$ cat config.mk
export PLATFORM = sky130hd
export DESIGN_NAME = rst_seq
export DESIGN_NICKNAME = d
export VERILOG_FILES = /design/src/rtl/rst_seq.sv
export SDC_FILE = /design/constraint.sdc
export NUM_CORES = 1
export LEC_CHECK = 0
export ABC_AREA = 1
export BUFFER_PORTS_ARGS = -buffer_cell sky130_fd_sc_hd__buf_2
export CAP_MARGIN = 10
export CORE_ASPECT_RATIO = 0.9
export CORE_MARGIN = 5
export CORE_UTILIZATION = 50
export DETAILED_ROUTE_END_ITERATION = 10
export PLACE_DENSITY = 0.68
export SLEW_MARGIN = 20
export SYNTH_ARGS = -nofsm -noshare
export SYNTH_HDL_FRONTEND = slang
export SYNTH_SLANG_ARGS = --single-unit
$ cat constraint.sdc
create_clock -name wb_clk -period 2.2 [get_ports wb_clk]
set_input_delay 0 -clock wb_clk [delete_from_list [all_inputs] [get_ports wb_clk]]
set_output_delay 0 -clock wb_clk [all_outputs]
set_load 0.1 [all_outputs]
$ cat src/rtl/rst_seq.sv
// Board reset sequencer: waits for clock lock, holds, waits for DDR2 calibration,
// then releases DDR2, peripheral and CPU resets in that order.
module rst_seq #(
  parameter int unsigned HOLD_CYCLES   = 16,
  parameter int unsigned CALIB_TIMEOUT = 65535,
  parameter int unsigned STAGE_GAP     = 8
) (
  input  logic       wb_clk,
  input  logic       wb_rst_i,
  input  logic       locked_mcm,
  input  logic       ddr2_calib_done,
  input  logic       sw_rst_req,
  output logic       ddr2_rst_o,
  output logic       periph_rst_o,
  output logic       cpu_rst_o,
  output logic [2:0] seq_state_o,
  output logic       timeout_err_o
);

  typedef enum logic [2:0] {
    WAIT_LOCK  = 3'd0,
    HOLD       = 3'd1,
    WAIT_CALIB = 3'd2,
    GAP        = 3'd3,
    RUN        = 3'd4,
    ERROR      = 3'd5
  } state_t;

  // Counter terminal values: a state lasting N cycles leaves when the count reaches N-1.
  localparam logic [23:0] HOLD_LAST  = 24'(HOLD_CYCLES - 1);
  localparam logic [23:0] CALIB_LAST = 24'(CALIB_TIMEOUT - 1);
  localparam logic [23:0] GAP_LAST   = 24'(STAGE_GAP - 1);

  logic        lock_meta_r;
  logic        lock_s;
  logic        calib_meta_r;
  logic        calib_s;
  state_t      state_r;
  state_t      state_nxt_s;
  logic [23:0] cnt_r;
  logic [23:0] cnt_nxt_s;
  logic        set_err_s;
  logic        ddr2_rst_nxt_s;
  logic        periph_rst_nxt_s;
  logic        cpu_rst_nxt_s;
  logic        timeout_err_nxt_s;

  // Two-flop synchronizers for the asynchronous lock and calibration inputs
  always_ff @(posedge wb_clk or posedge wb_rst_i) begin
    if (wb_rst_i) begin
      lock_meta_r  <= 1'b0;
      lock_s       <= 1'b0;
      calib_meta_r <= 1'b0;
      calib_s      <= 1'b0;
    end else begin
      lock_meta_r  <= locked_mcm;
      lock_s       <= lock_meta_r;
      calib_meta_r <= ddr2_calib_done;
      calib_s      <= calib_meta_r;
    end
  end

  // Next-state, shared counter and next-output decode
  always_comb begin
    state_nxt_s = state_r;
    cnt_nxt_s   = 24'd0;
    set_err_s   = 1'b0;
    if (sw_rst_req) begin
      state_nxt_s = WAIT_LOCK;
    end else if ((state_r != WAIT_LOCK) && !lock_s) begin
      state_nxt_s = WAIT_LOCK;
    end else begin
      case (state_r)
        WAIT_LOCK: begin
          if (lock_s) state_nxt_s = HOLD;
          else        state_nxt_s = WAIT_LOCK;
        end
        HOLD: begin
          if (cnt_r == HOLD_LAST) state_nxt_s = WAIT_CALIB;
          else                    cnt_nxt_s   = cnt_r + 24'd1;
        end
        WAIT_CALIB: begin
          if (calib_s) begin
            state_nxt_s = GAP;
          end else if (cnt_r == CALIB_LAST) begin
            state_nxt_s = ERROR;
            set_err_s   = 1'b1;
          end else begin
            cnt_nxt_s = cnt_r + 24'd1;
          end
        end
        GAP: begin
          if (cnt_r == GAP_LAST) state_nxt_s = RUN;
          else                   cnt_nxt_s   = cnt_r + 24'd1;
        end
        RUN:     state_nxt_s = RUN;
        ERROR:   state_nxt_s = ERROR;
        default: state_nxt_s = WAIT_LOCK;
      endcase
    end

    ddr2_rst_nxt_s    = (state_nxt_s == WAIT_LOCK) || (state_nxt_s == HOLD);
    periph_rst_nxt_s  = !((state_nxt_s == GAP) || (state_nxt_s == RUN));
    cpu_rst_nxt_s     = (state_nxt_s != RUN);
    // Only a software request clears the sticky flag synchronously; lock loss does not.
    if (sw_rst_req) timeout_err_nxt_s = 1'b0;
    else            timeout_err_nxt_s = timeout_err_o | set_err_s;
  end

  // State, counter and output registers, all updated on the same edge
  always_ff @(posedge wb_clk or posedge wb_rst_i) begin
    if (wb_rst_i) begin
      state_r       <= WAIT_LOCK;
      cnt_r         <= 24'd0;
      ddr2_rst_o    <= 1'b1;
      periph_rst_o  <= 1'b1;
      cpu_rst_o     <= 1'b1;
      timeout_err_o <= 1'b0;
    end else begin
      state_r       <= state_nxt_s;
      cnt_r         <= cnt_nxt_s;
      ddr2_rst_o    <= ddr2_rst_nxt_s;
      periph_rst_o  <= periph_rst_nxt_s;
      cpu_rst_o     <= cpu_rst_nxt_s;
      timeout_err_o <= timeout_err_nxt_s;
    end
  end

  assign seq_state_o = state_r;

endmodule

==> results.md, run 1 <==
- Area growth syn-to-layout: 12.76%
- Total grt overflow: 0
- MaxCap Viol Count: 0
- Seq cells post-synth: 35
- Final WL: 3.762 mm
- Top delay family on crit path: simple AND/OR/NAND/NOR gates
- Initial DRT Pass Iterations: 4
- Status: finished, final reports clean
- Final Max Tran Viols: 0
- Peak VDD IR: 0.4278 mV
- Initial antenna violation count: 0
- FF/Latch Area: 879.6 sq um
- DP Worst Slack: 0.2796 ns
- Layout cells sized above 1: 0.1533
- RePlAce Congestion: 0.9121
- Vias after detailed routing: 1620
- Synth unique cells: 28
- Pwr dens: 605.5 nW/um^2
- Syn Inst Count: 253
- Top-Level Pins: 12
- Clock latency on the worst-skew pair: 0.29 ns
- CTS max path bufs: 2
- Final ANT Viol Nets: 0
- Min-Delay Startpoint: sw_rst_req
- Setup violators final: 0
- # rows: 21
- Synth area leader: dfrtp_1
- Maximum clock rate: 0.5269 GHz
- Worst Path Buf+Inv: 1
- Arrival time at the worst endpoint: 2.05 ns
- Sequential share of the synthesized area: 0.4577
- DIE WIDTH: 75.35 microns
- Final core occ: 0.5849
- Clk slew on worst S/H paths: 0.07 ns
- Setup Buffers After CTS: 0
- Core box area: 3705 sq um
- Synthesized-area fraction occupied by adder cells: 0.01302
- GR met3 Demand/Resource: 0.04783
- Yosys top cell area share: 0.4167
- LEAKAGE: 0.001008 uW
- Clk_skew: 0.008516 ns
- Largest net degree at the start of global routing: 22
- Least-Margin Pin Slew: 0.5690 ns
- Synth Area in Compound Gates: 0.04753
- CTS buffer count: 5
- Min-Delay Path Class: primary input to register
- Reg2reg path depth: 10
- RSZ-0062 raised after global routing: no
- CTS tree: done
- Syn nets: 260
- Area of the multi-input gates: 892.1 sq um
- Met1 Use GR: 0.2402
- CP Class: register to register
- Port bufs: 11
- Hold Vio Cnt, Final: 0
- Max-Slew Margin vs Limit: 0.6203
- Worst path most repeated cell: nand2_2
- CP cell instances: ha_1, nand2_2, nor2_4, inv_2, nor2_2, nand3_1, nand2_2, nand3_2, nand2_2, nor2_1
- Post-route setup TNS: 0 ns
- Worst path slowest cell: dfrtp_1
- Met2 global-route usage: 0.2586
- Fin crit share: 0.8627
- Cell Area, Synth: 1922 sq um
- Startpoint types: register
- Crit-path max cell delay: 0.42 ns
- PnR worst setup slack: 0.3021 ns
- Synth Warn #: 0
- CP Data Required Time: 2.35 ns
- FF-to-FF setup slack: 0.30 ns
- Via density: 5.063
- Hpwl dp: 2.900 mm
- Post-synth EDFFs: 0
- FF-to-FF Start: cnt_r[0]
- WHS Path Cells: 4
- Top_reg_cell synth: dfrtp_1
- Ant diodes: 0
- FF-to-FF End: cnt_r[18]
- CTS root buf: clkbuf_8
- Top cells by area, synth: dfrtp_1 42%, nor2_1 11%, nand2_1 9.8%
- Filler Cell Count: 341
- FFs w/ async S/R, synth: 1.000
- Synth Area per Inst: 7.596 sq um
- DR DRC count: 0
- Hold Path End: timeout_err_o
- Vias in the first global route: 1525
- CP max FO: 21
- XOR/XNOR share of the synthesized area: 0.04102
- Chip height: 68.82 microns
- CP Capture Type: register
- Iter 0 DRT Violations: 138
- Number of clock sinks: 35
- Wire per inst: 11.76 microns
- Die ar.: 5185 sq um
- First-pass GRT wire length: 6.713 mm
- Simple-Gate Fraction of Synth Area: 0.3626
- GRT Overall Usage: 0.1727
- Mux share of post-synthesis cell area: 0
- Busiest layer in global routing: met2
- Largest family of logic cells by synthesized area: simple AND/OR/NAND/NOR gates
- H-tree levels: 2
- Starting Density: 0.5187
- Min Tclk post-route: 1.898 ns
- Nets: 280
[routing by layer]
layer,up-vias,routed length [microns]
li1,834,-
met1,749,1868
met2,32,1662
met3,5,185
met4,0,46
met5,-,0
[logic make-up after synthesis]
group                    count (synthesis)
XOR/XNOR                                 9
buffers and inverters                   36
AO/OA/AOI/OAI                           16
AND/OR/NAND/NOR                        155
adder cells (fa/ha/maj)                  2
flip-flops                              35
[cell usage after synthesis (all sizes together) (2+ instances only)]
cell type and number:
nor2 62, nand2 54, inv 34, dfrtp 32, nand3 18, nor3 12, o21ai 9, nand4 6
xor2 6, a21oi 3, dfstp 3, xnor2 3, buf 2, ha 2, nor4 2
[where the power goes]
| group | switching [uW] | total (uW) | internal, uW |
|---|---|---|---|
| sequential | 3.91 | 653 | 649 |
| clock | 229 | 595 | 366 |
| combinational | 45.9 | 63.8 | 17.9 |
[stage by stage]
step / hold WS [ns] / std cells / power (uW) / cell area, sq um
6_report: 0.02485 / 320 / 1312 / 2167
5_1_grt: 0.04820 / 320 / 1369 / 2167
4_1_cts: 0.01729 / 320 / 1330 / 2167
3_5_place_dp: 0.08439 / 309 / 726.1 / 2019
3_3_place_gp: 0.07777 / 309 / 725.8 / 2019
2_1_floorplan: 0.03143 / 253 / 711.4 / 1922
[layout make-up]
type / count / share of cell area
inverters: 34 / 0.05889
clock inverters: 2 / 0.01617
multi-input cells: 182 / 0.4117
well taps: 46 / 0.02656
repair buffers: 15 / 0.04273
flip-flops and latches: 35 / 0.4059
clock buffers: 6 / 0.03811
[registers in the layout, summed over array words and instances, names as in the netlist]
signal,flops
timeout_err_o,1
cpu_rst_o,1
periph_rst_o,1
lock_meta_r,1
calib_meta_r,1
calib_s,1
lock_s,1
seq_state_o,3
ddr2_rst_o,1
cnt_r,24
[placed cells by master, fill, tap and decap left out]
cell and instances:
nand4_2 1, ha_1 2, nand3_1 17, o31ai_1 1
nand3_2 1, inv_1 30, buf_2 11, dfrtp_1 32
nor3_1 10, nor2_1 55, bufinv_16 1, clkinv_2 1
nand2_1 50, dfstp_2 3, xnor2_1 3, buf_4 1
nor4_1 2, nor3_2 2, nor2_2 6, o21ai_1 2
a21oi_1 3, o211a_1 1, inv_2 4, clkbuf_8 6
xor2_1 6, a31oi_1 1, dlygate4sd3_1 3, nor3b_1 1
o21ai_0 7, nand2_2 4, o21a_1 1, nand4_1 5
nor2_4 1
[repair_timing]
| item | in CTS | in global routing |
|---|---|---|
| gates resized for setup | 0 | 0 |
| hold buffers | 3 | 0 |
| hold endpoints to repair | 17 | 0 |
[worst max-delay path by stage]
stage / start / to / slack, ns / depth (start not counted)
6_report: cnt_r[0] / cnt_r[18] / 0.30 / 10
4_1_cts: cnt_r[0] / cnt_r[23] / 0.26 / 10
2_1_floorplan: seq_state_o[2] / cnt_r[17] / 0.20 / 8
3_5_place_dp: cnt_r[0] / cnt_r[13] / 0.28 / 10
3_3_place_gp: cnt_r[0] / cnt_r[17] / 0.32 / 10
5_1_grt: cnt_r[0] / cnt_r[18] / 0.11 / 10
[worst reg2reg max path: cells and delay by family, from the launching register on]
kind	cells	cell delay [ns]
flops	1	0.42
fa+ha+maj	1	0.21
buf+inv	1	0.06
simple gates	8	1.07
No activity file was read; power rests on OpenSTA's default activity.
==> run 2: changes to the inputs <==
--- a/config.mk
+++ b/config.mk
@@ -9,7 +9,7 @@
 export BUFFER_PORTS_ARGS = -buffer_cell sky130_fd_sc_hd__buf_2
 export CAP_MARGIN = 10
 export CORE_ASPECT_RATIO = 0.9
-export CORE_MARGIN = 5
+export CORE_MARGIN = 2
 export CORE_UTILIZATION = 50
 export DETAILED_ROUTE_END_ITERATION = 10
 export PLACE_DENSITY = 0.68
==> run 2 against run 1 <==
Setup slack better by 0.033 ns. First-iteration DRC count shrank 33%. Count of clock-buffer cells in the layout up 2. Non-clock buffer count grew 1. Sequential power is essentially flat. Utilization fell by 0.20 points. Largest cell class unchanged. Design area is 0.35% lower.
==> results.md, run 2 (synthesis results as in run 1) <==
- Top-Level Pins: 12 (unchanged)
- Vias in the first global route: 1555 (was 1525)
- Pwr dens: 567.3 nW/um^2 (was 605.5 nW/um^2)
- Area growth syn-to-layout: 12.37% (was 12.76%)
- DR DRC count: 0 (unchanged)
- CTS tree: done (unchanged)
- MaxCap Viol Count: 0 (unchanged)
- Total grt overflow: 0 (unchanged)
- Number of clock sinks: 35 (unchanged)
- Status: finished, final reports clean (unchanged)
- Filler Cell Count: 335 (was 341)
- H-tree levels: 2 (unchanged)
- Wire per inst: 11.88 microns (was 11.76 microns)
- Peak VDD IR: 0.4221 mV (was 0.4278 mV)
- Hpwl dp: 2.942 mm (was 2.900 mm)
- Iter 0 DRT Violations: 93 (was 138)
- LEAKAGE: 0.001002 uW (was 0.001008 uW)
- Hold-fix buffers, CTS: 4 (was 3)
- RSZ-0062 raised after global routing: no (unchanged)
- # rows: 21 (unchanged)
- Busiest layer in global routing: met2 (unchanged)
- Area of the multi-input gates: 892.1 sq um (unchanged)
- Ant diodes: 0 (unchanged)
- Initial antenna violation count: 0 (unchanged)
- Chip height: 62.82 microns (was 68.82 microns)
- Hold Path End: lock_s (was timeout_err_o)
- Setup Buffers After CTS: 0 (unchanged)
- Clk slew on worst S/H paths: 0.06 ns (was 0.07 ns)
- CTS buffer count: 5 (unchanged)
- Port bufs: 11 (unchanged)
- Post-DP Area: 2019 sq um (unchanged)
- Worst path slowest cell: dfrtp_1 (unchanged)
- Min-Delay Startpoint: lock_meta_r (was sw_rst_req)
- Arrival time at the worst endpoint: 2.03 ns (was 2.05 ns)
- Via density: 4.956 (was 5.063)
- Setup violators final: 0 (unchanged)
- FF-to-FF End: cnt_r[21] (was cnt_r[18])
- Clock latency on the worst-skew pair: 0.29 ns (about the same)
- Layout cells sized above 1: 0.1491 (was 0.1533)
- RePlAce Congestion: 0.8544 (was 0.9121)
- Max-Slew Margin vs Limit: 0.5049 (was 0.6203)
- CP cell instances: ha_1, nand2_2, nor2_4, inv_2, nor2_2, nand3_1, nand2_2, nand3_2, nand2_2, nor2_1 (unchanged)
- Fin crit share: 0.8477 (was 0.8627)
- First-pass GRT wire length: 6.789 mm (was 6.713 mm)
- Design Area, Final: 2160 sq um (was 2167 sq um)
- CTS max path bufs: 2 (unchanged)
- Vias after detailed routing: 1591 (was 1620)
- CP Class: register to register (unchanged)
- FF/Latch Area: 879.6 sq um (unchanged)
- Top delay family on crit path: simple AND/OR/NAND/NOR gates (unchanged)
- Post-CTS sizing: 0 (unchanged)
- Nets: 281 (was 280)
- Startpoint types: register (unchanged)
- Worst Path Buf+Inv: 1 (unchanged)
- Min Tclk post-route: 1.865 ns (was 1.898 ns)
- Met2 global-route usage: 0.2897 (was 0.2586)
- Final WL: 3.815 mm (was 3.762 mm)
- CP Capture Type: register (unchanged)
- WHS Path Cells: 0 (was 4)
- Min-Delay Path Class: register to register (was primary input to register)
- Most common cell after layout, fill and taps aside: nor2_1 (unchanged)
- Worst path most repeated cell: nand2_2 (unchanged)
- Crit-path max cell delay: 0.43 ns (was 0.42 ns)
- GRT Overall Usage: 0.2011 (was 0.1727)
- Die ar.: 4356 sq um (was 5185 sq um)
- Post-route setup TNS: 0 ns (unchanged)
- Initial DRT Pass Iterations: 4 (unchanged)
- Total power: 1225 uW (was 1312 uW)
- CTS root buf: clkbuf_8 (unchanged)
- Met1 Use GR: 0.2717 (was 0.2402)
- Hold Vio Cnt, Final: 0 (unchanged)
- Clk_skew: 0.009974 ns (was 0.008516 ns)
- FF-to-FF setup slack: 0.34 ns (was 0.30 ns)
- Largest reg by FF count: cnt_r (unchanged)
- DIE WIDTH: 69.35 microns (was 75.35 microns)
- Least-Margin Pin Slew: 0.7419 ns (was 0.5690 ns)
- GR met3 Demand/Resource: 0.05484 (was 0.04783)
- Core box area: 3705 sq um (unchanged)
- Reg2reg path depth: 10 (unchanged)
- FF-to-FF Start: cnt_r[0] (unchanged)
- Commonest non-fill, non-tap cells in the layout: 55 x nor2_1, 50 x nand2_1, 32 x dfrtp_1 (unchanged)
- WP depth: 10 (unchanged)
- Final ANT Viol Nets: 0 (unchanged)
- Maximum clock rate: 0.5362 GHz (was 0.5269 GHz)
- CP Data Required Time: 2.36 ns (was 2.35 ns)
- Final Max Tran Viols: 0 (unchanged)
- Starting Density: 0.5187 (unchanged)
- Largest net degree at the start of global routing: 22 (unchanged)
- Max FFs per register: 24 (unchanged)
- CP max FO: 21 (unchanged)
[run 2: worst max-delay path by stage]
stage	slack, ns	startpoint	end
2_1_floorplan	0.20	seq_state_o[2]	cnt_r[17]
3_3_place_gp	0.33	cnt_r[0]	cnt_r[17]
3_5_place_dp	0.29	cnt_r[0]	cnt_r[18]
4_1_cts	0.28	cnt_r[0]	cnt_r[18]
5_1_grt	0.05	cnt_r[0]	cnt_r[18]
6_report	0.34	cnt_r[0]	cnt_r[21]
[run 2: cell type report]
type,count,share of cell area
Clock buffer,8,0.04635
Inverter,34,0.05910
Multi-Input combinational cell,182,0.4131
Sequential cell,35,0.4073
Tap cell,46,0.02665
Timing Repair Buffer,16,0.04751
[run 2: layer usage]
layer / routed length, microns / part of all wire
met1: 1944 / 0.51
met2: 1623 / 0.43
met3: 167 / 0.044
met4: 80 / 0.021
met5: 0 / 0
[run 2: worst register-to-register path, stage by stage (launching register included)]
cell and delay [ns]:
dfrtp_1 0.43, ha_1 0.21, nand2_2 0.09, nor2_4 0.14, inv_2 0.06, nor2_2 0.07, nand3_1 0.11, nand2_2 0.10
nand3_2 0.11, nand2_2 0.33, nor2_1 0.10
[run 2: power breakdown]
part	internal, uW	switching, uW
Sequential	649	4.03
Combinational	19.1	47.1
Clock	285	220
Total	954	271
[run 2: metrics by stage]
step	hold slack (ns)	util	setup WS [ns]	cells
after global routing	0.3535	0.5829	0.05105	321
after global placement	0.1088	0.5451	0.3267	309
final	0.3540	0.5829	0.3351	321
after CTS	0.3486	0.5829	0.2834	321
after detailed placement	0.1098	0.5451	0.2859	309
after floorplan	0.03143	-	0.1999	253
